**src/rtl/coin_acceptor.sv**
```systemverilog
// coin_acceptor: debounced two-slot coin sensor feeding a queued, rate-limited pulse output
module coin_acceptor #(
  parameter int DEBOUNCE_CYCLES = 4,
  parameter int FIFO_DEPTH = 4
) (
  input  logic       clk,
  input  logic       rst,
  input  logic       coin5_raw,
  input  logic       coin10_raw,
  input  logic       enable,
  output logic       five_rup,
  output logic       ten_rup,
  output logic       coin_reject,
  output logic       busy,
  output logic [7:0] accepted_cnt
);
  localparam int AW = $clog2(FIFO_DEPTH);
  typedef enum logic [1:0] {IDLE, PULSE, GAP} state_t;
  state_t state, state_n;
  logic [1:0] s1, s2, lvl, lvl_d, ev;
  logic [3:0] cnt [2];
  logic [FIFO_DEPTH-1:0] mem;
  logic [AW-1:0] wr_ptr, rd_ptr;
  logic [AW:0] count, count_n;
  logic push, pop, reject, full;
  // two-flop synchronizers, debounced levels and their run-length counters (bit 0 = 5, bit 1 = 10)
  always_ff @(posedge clk) begin
    if (rst) begin
      s1 <= '0;
      s2 <= '0;
      lvl <= '0;
      lvl_d <= '0;
      cnt <= '{default: '0};
    end else begin
      s1 <= {coin10_raw, coin5_raw};
      s2 <= s1;
      lvl_d <= lvl;
      for (int c = 0; c < 2; c++)
        if (s2[c] == lvl[c]) cnt[c] <= '0;
        else if (cnt[c] == 4'(DEBOUNCE_CYCLES - 1)) begin
          lvl[c] <= s2[c];
          cnt[c] <= '0;
        end else cnt[c] <= cnt[c] + 4'd1;
    end
  end
  // accept/reject decision on debounced rising edges; full is judged before any same-cycle pop
  always_comb begin
    ev = lvl & ~lvl_d;
    full = count == (AW+1)'(FIFO_DEPTH);
    push = (ev == 2'b01 || ev == 2'b10) && enable && !full;
    reject = |ev && !push;
    pop = state == IDLE && count != '0;
    state_n = state == IDLE ? (pop ? PULSE : IDLE) : state == PULSE ? GAP : IDLE;
    count_n = count + (AW+1)'(push) - (AW+1)'(pop);
  end
  // coin queue, output FSM and registered outputs
  always_ff @(posedge clk) begin
    if (rst) begin
      state <= IDLE;
      wr_ptr <= '0;
      rd_ptr <= '0;
      count <= '0;
      accepted_cnt <= '0;
      five_rup <= 1'b0;
      ten_rup <= 1'b0;
      coin_reject <= 1'b0;
      busy <= 1'b0;
    end else begin
      state <= state_n;
      count <= count_n;
      if (push) begin
        mem[wr_ptr] <= ev[1];
        wr_ptr <= wr_ptr + AW'(1);
        accepted_cnt <= accepted_cnt + 8'd1;
      end
      if (pop) rd_ptr <= rd_ptr + AW'(1);
      five_rup <= pop && !mem[rd_ptr];
      ten_rup <= pop && mem[rd_ptr];
      coin_reject <= reject;
      busy <= count_n != '0 || state_n != IDLE;
    end
  end
endmodule

```
**config.mk**
```make
export PLATFORM = sky130hd
export DESIGN_NAME = coin_acceptor
export DESIGN_NICKNAME = d
export VERILOG_FILES = /design/src/rtl/coin_acceptor.sv
export SDC_FILE = /design/constraint.sdc
export NUM_CORES = 1
export LEC_CHECK = 0
export CORE_MARGIN = 3
export CORE_UTILIZATION = 35
export CTS_BUF_LIST = sky130_fd_sc_hd__clkbuf_8 sky130_fd_sc_hd__clkbuf_16
export CTS_CLUSTER_DIAMETER = 60
export CTS_CLUSTER_SIZE = 10
export DETAILED_ROUTE_END_ITERATION = 12
export SLEW_MARGIN = 20
export SYNTH_ARGS = -nofsm -noshare
export SYNTH_HDL_FRONTEND = slang
export SYNTH_SLANG_ARGS = --single-unit
```
**constraint.sdc**
```tcl
create_clock -name clk -period 4.17 [get_ports clk]
set_clock_uncertainty 0.05 [all_clocks]
set_input_delay 0.834 -clock clk [delete_from_list [all_inputs] [get_ports clk]]
set_output_delay 0.834 -clock clk [all_outputs]
set_load 0.02 [all_outputs]
```
# Word-level counts from Yosys, hierarchy flattened
# Index checks and enable logic that the tools add are counted.
dict set report op_classes {
  n_addsub 7
  n_bitwise 5
  reduce_logical 22
  eq_ne 8
  muxes 8
  order_cmp 3
}
# cell count
set op_table {}
lappend op_table {{$add A4 B1 Y4 const B} 2}
lappend op_table {{$add A8 B1 Y8 const B} 1}
lappend op_table {{$eq A4 B2 Y1 const B} 2}
lappend op_table {{$logic_and A1 B1 Y1} 7}
lappend op_table {{$lt A2 B3 Y1 const B} 2}
lappend op_table {{$reduce_and A2 Y1} 3}
lappend op_table {{$reduce_bool A3 Y1} 2}
lappend op_table {{$reduce_or A3 Y1} 2}
lappend op_table {{$add A2 B1 Y2 const B} 2}
lappend op_table {{$bwmux W4} 1}
lappend op_table {{$eq A2 B1 Y1 const B} 2}
lappend op_table {{$mux W2} 2}
lappend op_table {{$add A3 B1 Y3} 1}
lappend op_table {{$eq A3 B3 Y1 const B} 1}
lappend op_table {{$logic_not A1 Y1} 3}
lappend op_table {{$mux W1} 3}
lappend op_table {{$not A1 Y1} 3}
lappend op_table {{$sub A3 B1 Y3} 1}
lappend op_table {{$and A2 B2 Y2} 1}
lappend op_table {{$bmux W1 S2} 1}
lappend op_table {{$demux W1 S2} 1}
lappend op_table {{$eq A1 B1 Y1} 2}
lappend op_table {{$eq A2 B2 Y1 const B} 1}
lappend op_table {{$ge A2 B1 Y1 const B} 1}
lappend op_table {{other kinds (5)} 6}
dict set report totals {
  register_bits 41
  output_inout_bits 12
}

# Logic depth before layout (Yosys ltp)
dict set report depth {
  ltp_word 10
  depth_mapped 13
}

# Worst setup path after synthesis
# OpenSTA, ideal clock, no wires.
dict set report synth_path {
  kind {flip-flop to flip-flop}
  start {register lvl[1]}
  end {register busy}
  setup_slack_ns 1.419
  path_stages_with_launch 14
  period_less_slack_ns 2.751
  t_arrival_ns 2.569
  path_buffers 1
  setup_time_ns 0.133
  path_cell_list {dfxtp_1 -> nor2b_1 -> inv_1 -> ha_1 -> and2_1 -> clkbuf_1 -> nand2_1 -> ha_1 -> inv_1 -> ha_1 -> fa_1 -> xnor2_1 -> xnor2_1 -> a31oi_1}
}
dict set report synth_via {
  elab_chain_len 9
  elab_cells_between_ends 10
  cone_classes {2 x add/sub; 2 x eq/ne; 1 x bitwise; 5 x reduce/logical}
}
# element line_no
set synth_rtl {}
lappend synth_rtl {{start, declared} 20} ;# logic [1:0] s1, s2, lvl, lvl_d, ev;
lappend synth_rtl {{start signal, assigned by index} 41} ;# lvl[c] <= s2[c];
lappend synth_rtl {{$and A2 B2 Y2 *} 48} ;# ev = lvl & ~lvl_d;
lappend synth_rtl {{via ev[1]} 20}
lappend synth_rtl {{$eq A2 B1 Y1 / $eq A2 B2 Y1 (equally long branches)} 50} ;# push = (ev == 2'b01 || ev == 2'b10) && enable && !full;
lappend synth_rtl {{$logic_or A1 B1 Y1 *} 50}
lappend synth_rtl {{$logic_and A1 B1 Y1 * (2 in series)} 50}
lappend synth_rtl {{$add A3 B1 Y3 *} 54} ;# count_n = count + (AW+1)'(push) - (AW+1)'(pop);
lappend synth_rtl {{$sub A3 B1 Y3 *} 54}
lappend synth_rtl {{$reduce_bool A3 Y1 *} 80} ;# busy <= count_n != '0 || state_n != IDLE;
lappend synth_rtl {{$logic_or A1 B1 Y1 *} 80}
lappend synth_rtl {{end signal, assigned} 67} ;# busy <= 1'b0;
lappend synth_rtl {{end signal, assigned} 80}
lappend synth_rtl {{end, declared} 14} ;# output logic busy,
# The timed path passes the listed nets; every way through them passes the cells marked *.
# A chain may end at the register's enable or synchronous reset.

# Worst setup path in the final report
# Same ends and word-level chain as after synthesis.

==> results by group <==
Critical path
  • Worst endpoint data arrival time: 3.05 ns
  • Crit path capture type: flip-flop
  • R2r startpoint: lvl[1]
  • Reg2Reg Depth: 12
  • Critical path startpoint category: flip-flop
  • Critical path class: reg -> reg
  • R2R Setup Slk: 1.24 ns
  • Worst Path Max Fanout: 6
  • CP required: 4.30 ns
  • Reg2reg end: busy

Placed design
  • Post-DP HPWL: 2210 um
  • Buffers on Ports: 16
  • Gpl congestion: 0.791
  • Post-Place Cells: 247

Synthesis
  • Post-synth ARST share: 0
  • Yosys warning count: 0
  • Sequential area share after synthesis: 0.496
  • Netlist cell types: 34
  • Syn Std Cell Area: 1730 um2
  • Post-synth EDFFs: 4
  • Top cells by area, synth: dfxtp_1 43%, ha_1 7.2%, edfxtp_1 6.9%
  • Synth area leader: dfxtp_1
  • Syn Nets: 188
  • Syn avg cell area: 10.1 um2
  • Flops & latches, synth: 41
  • Yosys top cell area share: 0.427
  • Post-Synthesis Cells: 172
  • Synth Flop Type: dfxtp_1

Drt
  • Final ANT Viol Nets: 0
  • Vias after detailed routing: 1216
  • Met2 routed WL: 1510 um
  • Vias per cell: 4.77
  • DR top layer: met4
  • Met1 wire length: 1360 um
  • WL met3: 93 um
  • DRC errors left: 0
  • Final wirelength: 3030 um
  • Post-DR wirelength/cell: 11.9 um
  • 1st-pass router iterations: 4
  • Initial DRC Count: 58

GRT
  • Antenna violations before repair: 0
  • Tot GR Track Use: 0.110
  • Wire length of the first global-routing pass: 5220 um
  • Number of global-route vias before repair: 1206
  • Gr ovfl total: 0
  • Pin count of the biggest net entering global routing: 29

Cells and area
  • Non-Filler Instances: 255
  • Most common cell after layout, fill and taps aside: dfxtp_1
  • FILL cells: 450
  • Area of the multi-input gates: 806 um2
  • Most frequent cells in the layout: 37 x dfxtp_1, 16 x clkdlybuf4s50_1, 15 x nor2_1, 14 x nor2b_1
  • Area grow syn2layout: 19.1%
  • Final #Nets: 205
  • Share of layout cells above drive strength 1: 0.0842
  • Number of diodes: 0
  • Reg area: 861 um2

Worst hold path
  • Hold Path Stages: 1
  • Hold_sp: s1[1]
  • Worst hold endpoint: s2[1]
  • Hold WC Path Type: reg -> reg

Clock network
  • CTS max path bufs: 2
  • Hold_buf cts: 0
  • Worst-path clk slew: 0.07 ns
  • Root buf cell: clkbuf_8
  • # H-tree levels: 2
  • CTS buffer count: 5
  • Clock tree from TritonCTS: built
  • Postcts setup bufs: 0
  • Clock latency on the worst-skew pair: 0.29 ns
  • Clk sink count: 41
  • CTS resizes: 0

Timing
  • Worst-Margin Slew: 0.810 ns
  • Period utilization: 0.702
  • Final Critical Period: 2.93 ns
  • Count of final max-slew check failures: 0
  • Fin. Hold Viols: 0
  • Final TNS setup: 0 ns
  • Fmax: 342 MHz
  • Final setup violation count: 0
  • Slew Limit Headroom: 0.458
  • RSZ-0062 raised after global routing: false

Floorplanning
  • Starting Density: 0.380
  • I/O pins: 17
  • Chip width: 76.4 um
  • Site row count: 24
  • Core region area: 4560 um2
  • Die Area: 5840 um2
  • Die Ht: 76.4 um

Run
  • Max-cap viol count: 0

Power and ir drop
  • Power Total: 0.00102 W
  • PwrDens: 496 nW/um2
  • Peak supply drop: 0.201 mV
  • Leakage: 0.746 nW

Status
  • Status: completed
-- power breakdown --
| part | total (W) | internal (W) | switching, W |
|---|---|---|---|
| Clock | 0.000324 | 0.000193 | 0.000131 |
| Combinational | 0.000240 | 0.000117 | 0.000123 |
| Sequential | 0.000461 | 0.000434 | 0.0000267 |
| Total | 0.00102 | 0.000743 | 0.000281 |
-- worst max-delay path: stages, from the launching register on --
cell     delay (ns)
dfxtp_1        0.38
nor2b_1        0.33
inv_1          0.08
ha_1           0.34
and2_1         0.24
nand2_1        0.08
ha_1           0.28
inv_1          0.04
ha_1           0.18
fa_1           0.37
xnor2_1        0.17
xnor2_1        0.16
a31oi_1        0.10
-- registers in the layout, indices dropped and copies added, names as in the netlist, 2 cells and up --
register	cells
lvl	2
wr_ptr	2
lvl_d	2
s1	2
count	3
mem	4
accepted_cnt	8
rd_ptr	2
s2	2
state	2
cnt	8
-- how the worst max path moves through the flow --
stage,start,to,slack (ns),cells after the start
after floorplan,lvl[1],busy,1.42,13
after global placement,enable,busy,1.04,10
after detailed placement,enable,busy,1.01,10
after CTS,lvl[1],busy,1.21,12
after global routing,lvl[1],busy,0.93,12
final,lvl[1],busy,1.24,12
-- metrics by stage --
step           cell area, um2  hold WS [ns]   util  worst slack (ns)
3_5_place_dp             1950         0.387  0.427              1.01
6_report                 2070         0.401  0.453              1.24
3_3_place_gp             1950         0.367  0.427              1.04
5_1_grt                  2070         0.423  0.453             0.931
2_1_floorplan            1730         0.364      -              1.42
4_1_cts                  2070         0.406  0.453              1.21
-- layer usage --
layer / global-route usage / vias up
li1: - / 620
met1: 0.114 / 570
met2: 0.200 / 18
met3: 0.0296 / 8
met4: 0.0598 / 0
met5: 0 / -
-- cells in the mapped netlist, types with 2 or more instances --
library cell  count
a21oi_1           9
and2_1            5
buf_2             3
clkbuf_1          3
dfxtp_1          37
edfxtp_1          4
ha_1             10
inv_1             9
mux2_2            3
mux2i_1           2
nand2_1           4
nand3_1           6
nand4_1           3
nor2_1           15
nor2b_1          14
nor3_1            4
nor3b_1           4
o21ai_0           5
o31ai_1           4
or2_2             2
or3_1             4
or4_1             4
xnor2_1           6
xor2_1            2
-- final cells by class --
| type | instances | share of cell area |
|---|---|---|
| inverters | 9 | 0.0164 |
| flip-flops and latches | 41 | 0.417 |
| repair buffers | 17 | 0.0812 |
| clock buffers | 6 | 0.0400 |
| clock inverters | 2 | 0.0164 |
| multi-input cells | 115 | 0.390 |
| well taps | 65 | 0.0394 |
-- cell families (layout without fill, tap and decap cells) --
logic type                 Yosys count  after routing  share of synthesized area
AOI/OAI and AO/OA                   20             20                     0.0657
xor gates and xnor gates             8              8                     0.0404
adders and majority gates           11             11                     0.0837
buffers and inverters               16             34                     0.0390
DFF                                 41             41                      0.496
muxes                                6              6                     0.0440
and+or+nand+nor                     70             70                      0.231
(Power assumes the default switching activity.)
